--- config.mk ---
export PLATFORM = sky130hd
export DESIGN_NAME = axi_burst_master
export DESIGN_NICKNAME = d
export VERILOG_FILES = /design/src/rtl/axi_master_pkg.sv /design/src/rtl/axi_mst_beat_cnt.sv /design/src/rtl/axi_burst_master.sv
export SDC_FILE = /design/constraint.sdc
export NUM_CORES = 1
export LEC_CHECK = 0
export CORE_AREA = 2 2 124 126
export DETAILED_ROUTE_END_ITERATION = 12
export DIE_AREA = 0 0 126 128
export PLACE_DENSITY = 0.63
export REMOVE_ABC_BUFFERS = 1
export SKIP_CTS_REPAIR_TIMING = 1
export SLEW_MARGIN = 20
export SYNTH_ARGS = -nofsm -noshare
export SYNTH_HDL_FRONTEND = slang
export SYNTH_SLANG_ARGS = --single-unit
--- constraint.sdc ---
create_clock -name axi_clk_i -period 3.3 [get_ports axi_clk_i]
set_input_delay 0.825 -clock axi_clk_i [delete_from_list [all_inputs] [get_ports axi_clk_i]]
set_output_delay 0.825 -clock axi_clk_i [all_outputs]
set_load 0.02 [all_outputs]
--- src/rtl/axi_master_pkg.sv ---
// Shared types and constants for the single-outstanding AXI3 burst initiator.
package axi_master_pkg;

  typedef enum logic [2:0] {
    ST_IDLE = 3'd0,
    ST_AW   = 3'd1,
    ST_W    = 3'd2,
    ST_B    = 3'd3,
    ST_AR   = 3'd4,
    ST_R    = 3'd5,
    ST_DONE = 3'd6
  } state_e;

  localparam logic [1:0] RESP_OKAY   = 2'b00;
  localparam logic [1:0] RESP_EXOKAY = 2'b01;
  localparam logic [1:0] RESP_SLVERR = 2'b10;
  localparam logic [1:0] RESP_DECERR = 2'b11;
  localparam logic [1:0] BURST_INCR  = 2'b01;
  localparam int unsigned BOUNDARY_4K = 32'd4096;

  // A burst may touch the last byte of a 4 KiB page but not the first byte of the next one.
  function automatic logic crosses_4k(input logic [11:0] offset, input logic [3:0] len,
                                      input int unsigned bytes);
    int unsigned end_byte;
    end_byte = 32'(offset) + (32'(len) + 32'd1) * bytes;
    return (end_byte > BOUNDARY_4K);
  endfunction

  function automatic logic [1:0] resp_max(input logic [1:0] a, input logic [1:0] b);
    return (a > b) ? a : b;
  endfunction

endpackage

--- src/rtl/axi_mst_beat_cnt.sv ---
// Beat counter shared by the write and read data phases; flags the beat whose index equals len.
module axi_mst_beat_cnt (
  input  logic       clk,
  input  logic       rst,
  input  logic       clear,
  input  logic       incr,
  input  logic [3:0] len,
  output logic       last
);

  logic [3:0] cnt_r;

  // Saturating at 15 keeps an over-long slave burst from wrapping back onto a valid "last" index.
  always_ff @(posedge clk) begin
    if (rst || clear) begin
      cnt_r <= 4'd0;
    end else if (incr && (cnt_r != 4'hF)) begin
      cnt_r <= cnt_r + 4'd1;
    end else begin
      cnt_r <= cnt_r;
    end
  end

  assign last = (cnt_r == len);

endmodule

--- src/rtl/axi_burst_master.sv ---
// Single-outstanding AXI3 INCR burst initiator with one completion pulse per command.
// Optional page-crossing rejection is enabled by defining AXI_MASTER_4K_CHECK_EN.
module axi_burst_master
  import axi_master_pkg::*;
#(
  parameter int unsigned ADDR_WIDTH = 32,
  parameter int unsigned DATA_WIDTH = 32
) (
  input  logic                      axi_clk_i,
  input  logic                      rst_i,
  input  logic                      cmd_valid_i,
  output logic                      cmd_ready_o,
  input  logic                      cmd_write_i,
  input  logic [7:0]                cmd_id_i,
  input  logic [ADDR_WIDTH-1:0]     cmd_addr_i,
  input  logic [3:0]                cmd_len_i,
  input  logic [DATA_WIDTH-1:0]     wr_data_i,
  input  logic [DATA_WIDTH/8-1:0]   wr_strb_i,
  input  logic                      wr_valid_i,
  output logic                      wr_ready_o,
  output logic [DATA_WIDTH-1:0]     rd_data_o,
  output logic                      rd_last_o,
  output logic                      rd_valid_o,
  input  logic                      rd_ready_i,
  output logic                      done_valid_o,
  output logic [1:0]                done_resp_o,
  output logic [7:0]                axi_awid_o,
  output logic [ADDR_WIDTH-1:0]     axi_awaddr_o,
  output logic [3:0]                axi_awlen_o,
  output logic                      axi_awvalid_o,
  input  logic                      axi_awready_i,
  output logic [7:0]                axi_wid_o,
  output logic [DATA_WIDTH-1:0]     axi_wdata_o,
  output logic [DATA_WIDTH/8-1:0]   axi_wstrb_o,
  output logic                      axi_wlast_o,
  output logic                      axi_wvalid_o,
  input  logic                      axi_wready_i,
  input  logic [7:0]                axi_bid_i,
  input  logic [1:0]                axi_bresp_i,
  input  logic                      axi_bvalid_i,
  output logic                      axi_bready_o,
  output logic [7:0]                axi_arid_o,
  output logic [ADDR_WIDTH-1:0]     axi_araddr_o,
  output logic [3:0]                axi_arlen_o,
  output logic                      axi_arvalid_o,
  input  logic                      axi_arready_i,
  input  logic [7:0]                axi_rid_i,
  input  logic [DATA_WIDTH-1:0]     axi_rdata_i,
  input  logic [1:0]                axi_rresp_i,
  input  logic                      axi_rlast_i,
  input  logic                      axi_rvalid_i,
  output logic                      axi_rready_o
);

  localparam int unsigned BYTES = DATA_WIDTH / 8;

  state_e                state_r, state_n;
  logic [7:0]            id_r;
  logic [ADDR_WIDTH-1:0] addr_r;
  logic [3:0]            len_r;
  logic [1:0]            resp_r, resp_n;
  logic                  cmd_ready_s, cmd_acc_s, cross_s, last_s;
  logic                  cnt_clr_s, cnt_inc_s;
  logic                  awvalid_s, wvalid_s, wready_s, bready_s;
  logic                  arvalid_s, rvalid_s, rready_s, done_s;

`ifdef AXI_MASTER_4K_CHECK_EN
  assign cross_s = crosses_4k(cmd_addr_i[11:0], cmd_len_i, BYTES);
`else
  assign cross_s = 1'b0;
`endif

  assign cmd_acc_s = (state_r == ST_IDLE) && cmd_valid_i;

  axi_mst_beat_cnt u_beat_cnt (
    .clk   (axi_clk_i),
    .rst   (rst_i),
    .clear (cnt_clr_s),
    .incr  (cnt_inc_s),
    .len   (len_r),
    .last  (last_s)
  );

  // Next-state, response accumulation and per-state handshake enables.
  always_comb begin
    state_n     = state_r;
    resp_n      = resp_r;
    cmd_ready_s = 1'b0;
    awvalid_s   = 1'b0;
    wvalid_s    = 1'b0;
    wready_s    = 1'b0;
    bready_s    = 1'b0;
    arvalid_s   = 1'b0;
    rvalid_s    = 1'b0;
    rready_s    = 1'b0;
    done_s      = 1'b0;
    cnt_clr_s   = 1'b0;
    cnt_inc_s   = 1'b0;
    case (state_r)
      ST_IDLE: begin
        cmd_ready_s = 1'b1;
        if (cmd_valid_i) begin
          resp_n = RESP_OKAY;
          if (cross_s) begin
            state_n = ST_DONE;
            resp_n  = RESP_SLVERR;
          end else if (cmd_write_i) begin
            state_n = ST_AW;
          end else begin
            state_n = ST_AR;
          end
        end else begin
          state_n = ST_IDLE;
        end
      end
      ST_AW: begin
        awvalid_s = 1'b1;
        if (axi_awready_i) begin
          state_n   = ST_W;
          cnt_clr_s = 1'b1;
        end else begin
          state_n = ST_AW;
        end
      end
      ST_W: begin
        wvalid_s = wr_valid_i;
        wready_s = axi_wready_i;
        if (wr_valid_i && axi_wready_i) begin
          cnt_inc_s = 1'b1;
          state_n   = last_s ? ST_B : ST_W;
        end else begin
          state_n = ST_W;
        end
      end
      ST_B: begin
        bready_s = 1'b1;
        if (axi_bvalid_i) begin
          resp_n  = (axi_bid_i != id_r) ? RESP_SLVERR : axi_bresp_i;
          state_n = ST_DONE;
        end else begin
          state_n = ST_B;
        end
      end
      ST_AR: begin
        arvalid_s = 1'b1;
        if (axi_arready_i) begin
          state_n   = ST_R;
          cnt_clr_s = 1'b1;
        end else begin
          state_n = ST_AR;
        end
      end
      ST_R: begin
        rvalid_s = axi_rvalid_i;
        rready_s = rd_ready_i;
        if (axi_rvalid_i && rd_ready_i) begin
          cnt_inc_s = 1'b1;
          // Early rlast, missing rlast at the final index, or a foreign ID all flag the burst.
          if ((axi_rlast_i != last_s) || (axi_rid_i != id_r)) begin
            resp_n = RESP_SLVERR;
          end else begin
            resp_n = resp_max(resp_r, axi_rresp_i);
          end
          state_n = axi_rlast_i ? ST_DONE : ST_R;
        end else begin
          state_n = ST_R;
        end
      end
      ST_DONE: begin
        done_s  = 1'b1;
        state_n = ST_IDLE;
      end
      default: begin
        state_n = ST_IDLE;
      end
    endcase
  end

  // State, latched command fields and accumulated response.
  always_ff @(posedge axi_clk_i) begin
    if (rst_i) begin
      state_r <= ST_IDLE;
      id_r    <= 8'd0;
      addr_r  <= '0;
      len_r   <= 4'd0;
      resp_r  <= 2'b00;
    end else begin
      state_r <= state_n;
      resp_r  <= resp_n;
      if (cmd_acc_s) begin
        id_r   <= cmd_id_i;
        addr_r <= cmd_addr_i;
        len_r  <= cmd_len_i;
      end else begin
        id_r   <= id_r;
        addr_r <= addr_r;
        len_r  <= len_r;
      end
    end
  end

  assign cmd_ready_o   = cmd_ready_s & ~rst_i;
  assign axi_awid_o    = id_r;
  assign axi_awaddr_o  = addr_r;
  assign axi_awlen_o   = len_r;
  assign axi_awvalid_o = awvalid_s;
  assign axi_wid_o     = id_r;
  assign axi_wdata_o   = wr_data_i;
  assign axi_wstrb_o   = wr_strb_i;
  assign axi_wlast_o   = (state_r == ST_W) && last_s;
  assign axi_wvalid_o  = wvalid_s;
  assign wr_ready_o    = wready_s;
  assign axi_bready_o  = bready_s;
  assign axi_arid_o    = id_r;
  assign axi_araddr_o  = addr_r;
  assign axi_arlen_o   = len_r;
  assign axi_arvalid_o = arvalid_s;
  assign axi_rready_o  = rready_s;
  assign rd_valid_o    = rvalid_s;
  assign rd_data_o     = axi_rdata_i;
  assign rd_last_o     = (state_r == ST_R) && axi_rlast_i;
  assign done_valid_o  = done_s;
  assign done_resp_o   = resp_r;

endmodule

After elaboration in Yosys (flattened, before gate mapping)
Index checks and enable logic that the tools add are counted.

word-level totals
  bits in registers = 53
  input port bits = 144
  output and inout port bits = 177
  logic and storage cells = 68

operators by class
  $add $sub $neg = 1
  magnitude comparators = 1
  equal/unequal tests = 15
  muxes and demuxes = 32
  bitwise gates (word level) = 2
  reduce and logical (&&, ||, !) cells = 11

operator list
  kind                   number
  $mux W2                9
  $pmux W3 S6            1
  $mux W1                16
  $ne A8 B8 Y1           2
  $eq A3 B3 Y1 const B   3
  $mux W3                3
  $eq A3 B2 Y1 const B   2
  $logic_and A1 B1 Y1    6
  $ne A2 B2 Y1 const B   3
  $pmux W2 S3            1
  $reduce_and A5 Y1      1
  $add A4 B1 Y4 const B  1
  $eq A4 B4 Y1           1
  $ne A4 B4 Y1 const B   1
  $pmux W1 S2            2
  $eq A3 B1 Y1 const B   1
  $logic_not A3 Y1       1
  $ne A3 B3 Y1 const B   1
  $reduce_bool A3 Y1     1
  $gt A2 B2 Y1           1
  $logic_or A1 B1 Y1     2
  $and A1 B1 Y1          1
  $ne A1 B1 Y1           1
  $not A1 Y1             1

Depth between registers and ports, before layout
  depth in word-level cells = 6
  gate-level depth with buffers = 7
  gate-level depth less buffers = 7

Modules after synthesis
Synthesis repeated with hierarchy kept, for this count alone.

second synthesis, totals
  cells, all modules = 428
  area total of the unflattened synthesis = 3329.4 um2

by module, submodules not included
  module            times used  cells each  area each (um2)  sequential area each (um2)
  axi_burst_master  1           401         3091.7           980.9
  axi_mst_beat_cnt  1           27          237.7            80.1

Least setup slack after synthesis
No wires, ideal clock.

  path type = input to output
  from = input rst_i
  to = output cmd_ready_o
  arrival = 1.645 ns
  data required time = 2.475 ns
  path slack = 0.830 ns
  stages on the path = 2
  buffers on the path = 1
  cells stage by stage = clkbuf_1 > nor4_1

between the ends
  word-level cells in the longest chain between the ends = 2

RTL lines
  what             line                     RTL
  start, declared  axi_burst_master.sv:10   input logic rst_i,
  $not A1 Y1       axi_burst_master.sv:202  assign cmd_ready_o = cmd_ready_s & ~rst_i;
  $and A1 B1 Y1    axi_burst_master.sv:202
  end, declared    axi_burst_master.sv:12   output logic cmd_ready_o,

No other way between the ends.

Worst setup path in the final report
  from = register state_r[2]
  to = output rd_last_o

between the ends
  word-level cells in the longest chain between the ends = 2

RTL lines
  what                    line                     RTL
  start, declared         axi_burst_master.sv:57   state_e state_r, state_n;
  start signal, assigned  axi_burst_master.sv:188  state_r <= state_n;
  $eq A3 B3 Y1            axi_burst_master.sv:221  assign rd_last_o = (state_r == ST_R) && axi_rlast_i;
  $logic_and A1 B1 Y1     axi_burst_master.sv:221
  end, declared           axi_burst_master.sv:22   output logic rd_last_o,

No other way between the ends.

==> impl_metrics.json <==
{
  "status": "finished clean",
  "end_kind": "output port",
  "synth_area_leaders": "dfxtp_1 (32%), buf_4 (27%), nand2_1 (11%)",
  "cts.htree.levels": 2,
  "synth_area_sq_um": 3350,
  "hold_viol_final": 0,
  "maxCapViolCount": 0,
  "power_density_nw_per_um2": 426,
  "first_global_vias": 2945,
  "port-buffer-count": 184,
  "fmax_mhz": 331,
  "clkSlewWorstSetupHoldPaths_ns": 0.07,
  "area_delta_synth_final_pct": 37.8,
  "rsz0062_at_grt": "no",
  "min_path_type": "reg2reg",
  "post_route_cells_drive_above_1_share_pct": 3.70,
  "synth_fa_ha_area_share_pct": 1.12,
  "finalSetupViolCount": 0,
  "place_congestion": 0.800,
  "dieWidth_um": 126,
  "ant_nets": 0,
  "async_reset_ff_share_pct": 0,
  "critPathRequiredTime_ns": 2.47,
  "post_drt_wl_per_cell_um": 23.2,
  "synth_top_flop_cell": "dfxtp_1",
  "fillCellCount": 1574,
  "yosys-mux-area-fraction_pct": 0.299,
  "initial_utilization_pct": 22.5,
  "synth-compound-area-share_pct": 11.3,
  "die_y_um": 128,
  "coreArea_sq_um": 14900,
  "drc": 0,
  "relSlewSlack_pct": 53.4,
  "synth_seq_cells": 53,
  "dieArea_sq_um": 16100,
  "root_buffer": "clkbuf_16",
  "p_leak_nw": 1.67,
  "wl_um": 15700,
  "fin_tns_setup_ns": 0,
  "final_common_cell": "clkdlybuf4s50_1",
  "period_share_pct": 91.5,
  "dr.pass1.iters": 4,
  "cts.path.max_buffers": 2,
  "fin_worst_skew_ns": 0.00919,
  "dp_hpwl_um": 13200,
  "io_pins": 321,
  "diodes": 0,
  "worst_pin_slew_ns": 0.693,
  "critPathKind": "reg2out",
  "post-route-util_pct": 31.0,
  "synth_edf_count": 0,
  "grt_max_degree": 47,
  "worstSetupStartpointType": "register",
  "ys_seq_area_share_pct": 31.7,
  "layout_common_cells": "clkdlybuf4s50_1 (183), nand2_1 (96), dfxtp_1 (53)",
  "synth.distinct_cells": 43,
  "clkLatencyLatePin_ns": 0.30,
  "numCtsBuffers": 5,
  "drv_slew": 0,
  "viasPerCell": 4.46,
  "grt_pass1_wl_um": 21500,
  "clock_sinks": 53,
  "yosys.area.top_type": "dfxtp_1",
  "rows": 45,
  "whs_ns": 0.475,
  "syn_inst": 429,
  "worstPathArrival_ns": 2.19,
  "vias": 3013,
  "finalNetCount": 633,
  "avgSynthCellArea_sq_um": 7.80,
  "track_usage_pct": 18.7,
  "drtIter0Drc": 148,
  "grt-ovfl-total": 0,
  "worstPathMaxFanout": 13,
  "synth-xor-area-share_pct": 6.51,
  "total_power_mw": 1.96,
  "peakVddDrop_mv": 0.192,
  "ys_warn_count": 0,
  "synth_top_family_by_area": "buffers and inverters",
  "yosys.area_share.simple_pct": 19.0,
  "timing.final.crit_period_ns": 3.02,
  "cts_tree": "built",
  "antenna_found_initial": 1,
  "synth_top_cell_area_share_pct": 31.7
}
layout make-up:
cell class | instances | area, sq um | area share (%)
flip-flops and latches | 53 | 1060 | 23.0
clock inverters | 1 | 7.51 | 0.163
well taps | 188 | 235 | 5.10
repair buffers | 188 | 1870 | 40.5
inverters | 7 | 26.3 | 0.570
clock buffers | 7 | 133 | 2.88
multi-input cells | 231 | 1280 | 27.8
critical path: stages (launching register included):
cell,delay [ns]
dfxtp_1,0.61
and3b_1,0.49
and2_1,0.19
clkdlybuf4s50_1,0.61
cells in the mapped netlist, types with 2 or more instances:
master	number
nor2_1	10
inv_1	6
nand2_1	97
dfxtp_1	53
nor2b_1	2
a31oi_1	2
ha_1	3
and2_1	8
buf_4	120
o21a_1	2
o21ai_0	2
nor3b_1	2
xnor2_1	11
nor3_1	3
buf_2	4
nand3_1	2
nand4_1	4
nor4_1	3
a21oi_1	46
a211oi_1	3
clkbuf_1	13
xor2_1	12
flip-flops by register name, indices dropped and copies added (netlist names):
| signal | count |
|---|---|
| done_resp_o | 2 |
| u_beat_cnt.cnt_r | 4 |
| state_r | 3 |
| axi_arlen_o | 4 |
| axi_araddr_o | 32 |
| axi_arid_o | 8 |
metrics by stage:
| step | worst slack (ns) | cell area, sq um | cells |
|---|---|---|---|
| 2_1_floorplan | 0.681 | 2360 | 291 |
| 3_3_place_gp | 0.355 | 4470 | 667 |
| 3_5_place_dp | 0.346 | 4470 | 667 |
| 4_1_cts | 0.289 | 4610 | 675 |
| 5_1_grt | 0.181 | 4610 | 675 |
| 6_report | 0.281 | 4610 | 675 |
metal layers:
| layer | vias up | part of all wire [%] | track usage (%) |
|---|---|---|---|
| met1 | 1343 | 33 | 17.2 |
| met4 | 6 | 1.6 | 3.62 |
| met3 | 13 | 22 | 20.2 |
| met5 | - | 0.91 | 7.74 |
| li1 | 1382 | - | - |
| met2 | 269 | 42 | 28.0 |
final timing paths:
path	start	end	slack, ns	depth (start not counted)
setup / recovery	state_r[2]	rd_last_o	0.28	3
hold / removal	axi_araddr_o[2]	axi_araddr_o[2]	0.48	2
setup reg to reg	axi_arid_o[6]	done_resp_o[0]	1.33	5
hold reg to reg	axi_araddr_o[2]	axi_araddr_o[2]	0.48	2
report_power, final:
group / switching (mW) / internal (mW) / total (mW)
Clock: 0.247 / 0.283 / 0.530
Sequential: 0.0629 / 0.693 / 0.756
Combinational: 0.339 / 0.340 / 0.679
Total: 0.649 / 1.32 / 1.96
logic make-up after synthesis:
kind of cell    after synthesis
mux                           1
simple gates                138
xor+xnor                     24
flops                        53
buf+inv                     145
fa+ha+maj                     3
compound gates               65
Note: power is estimated with default switching activity, not from simulation.
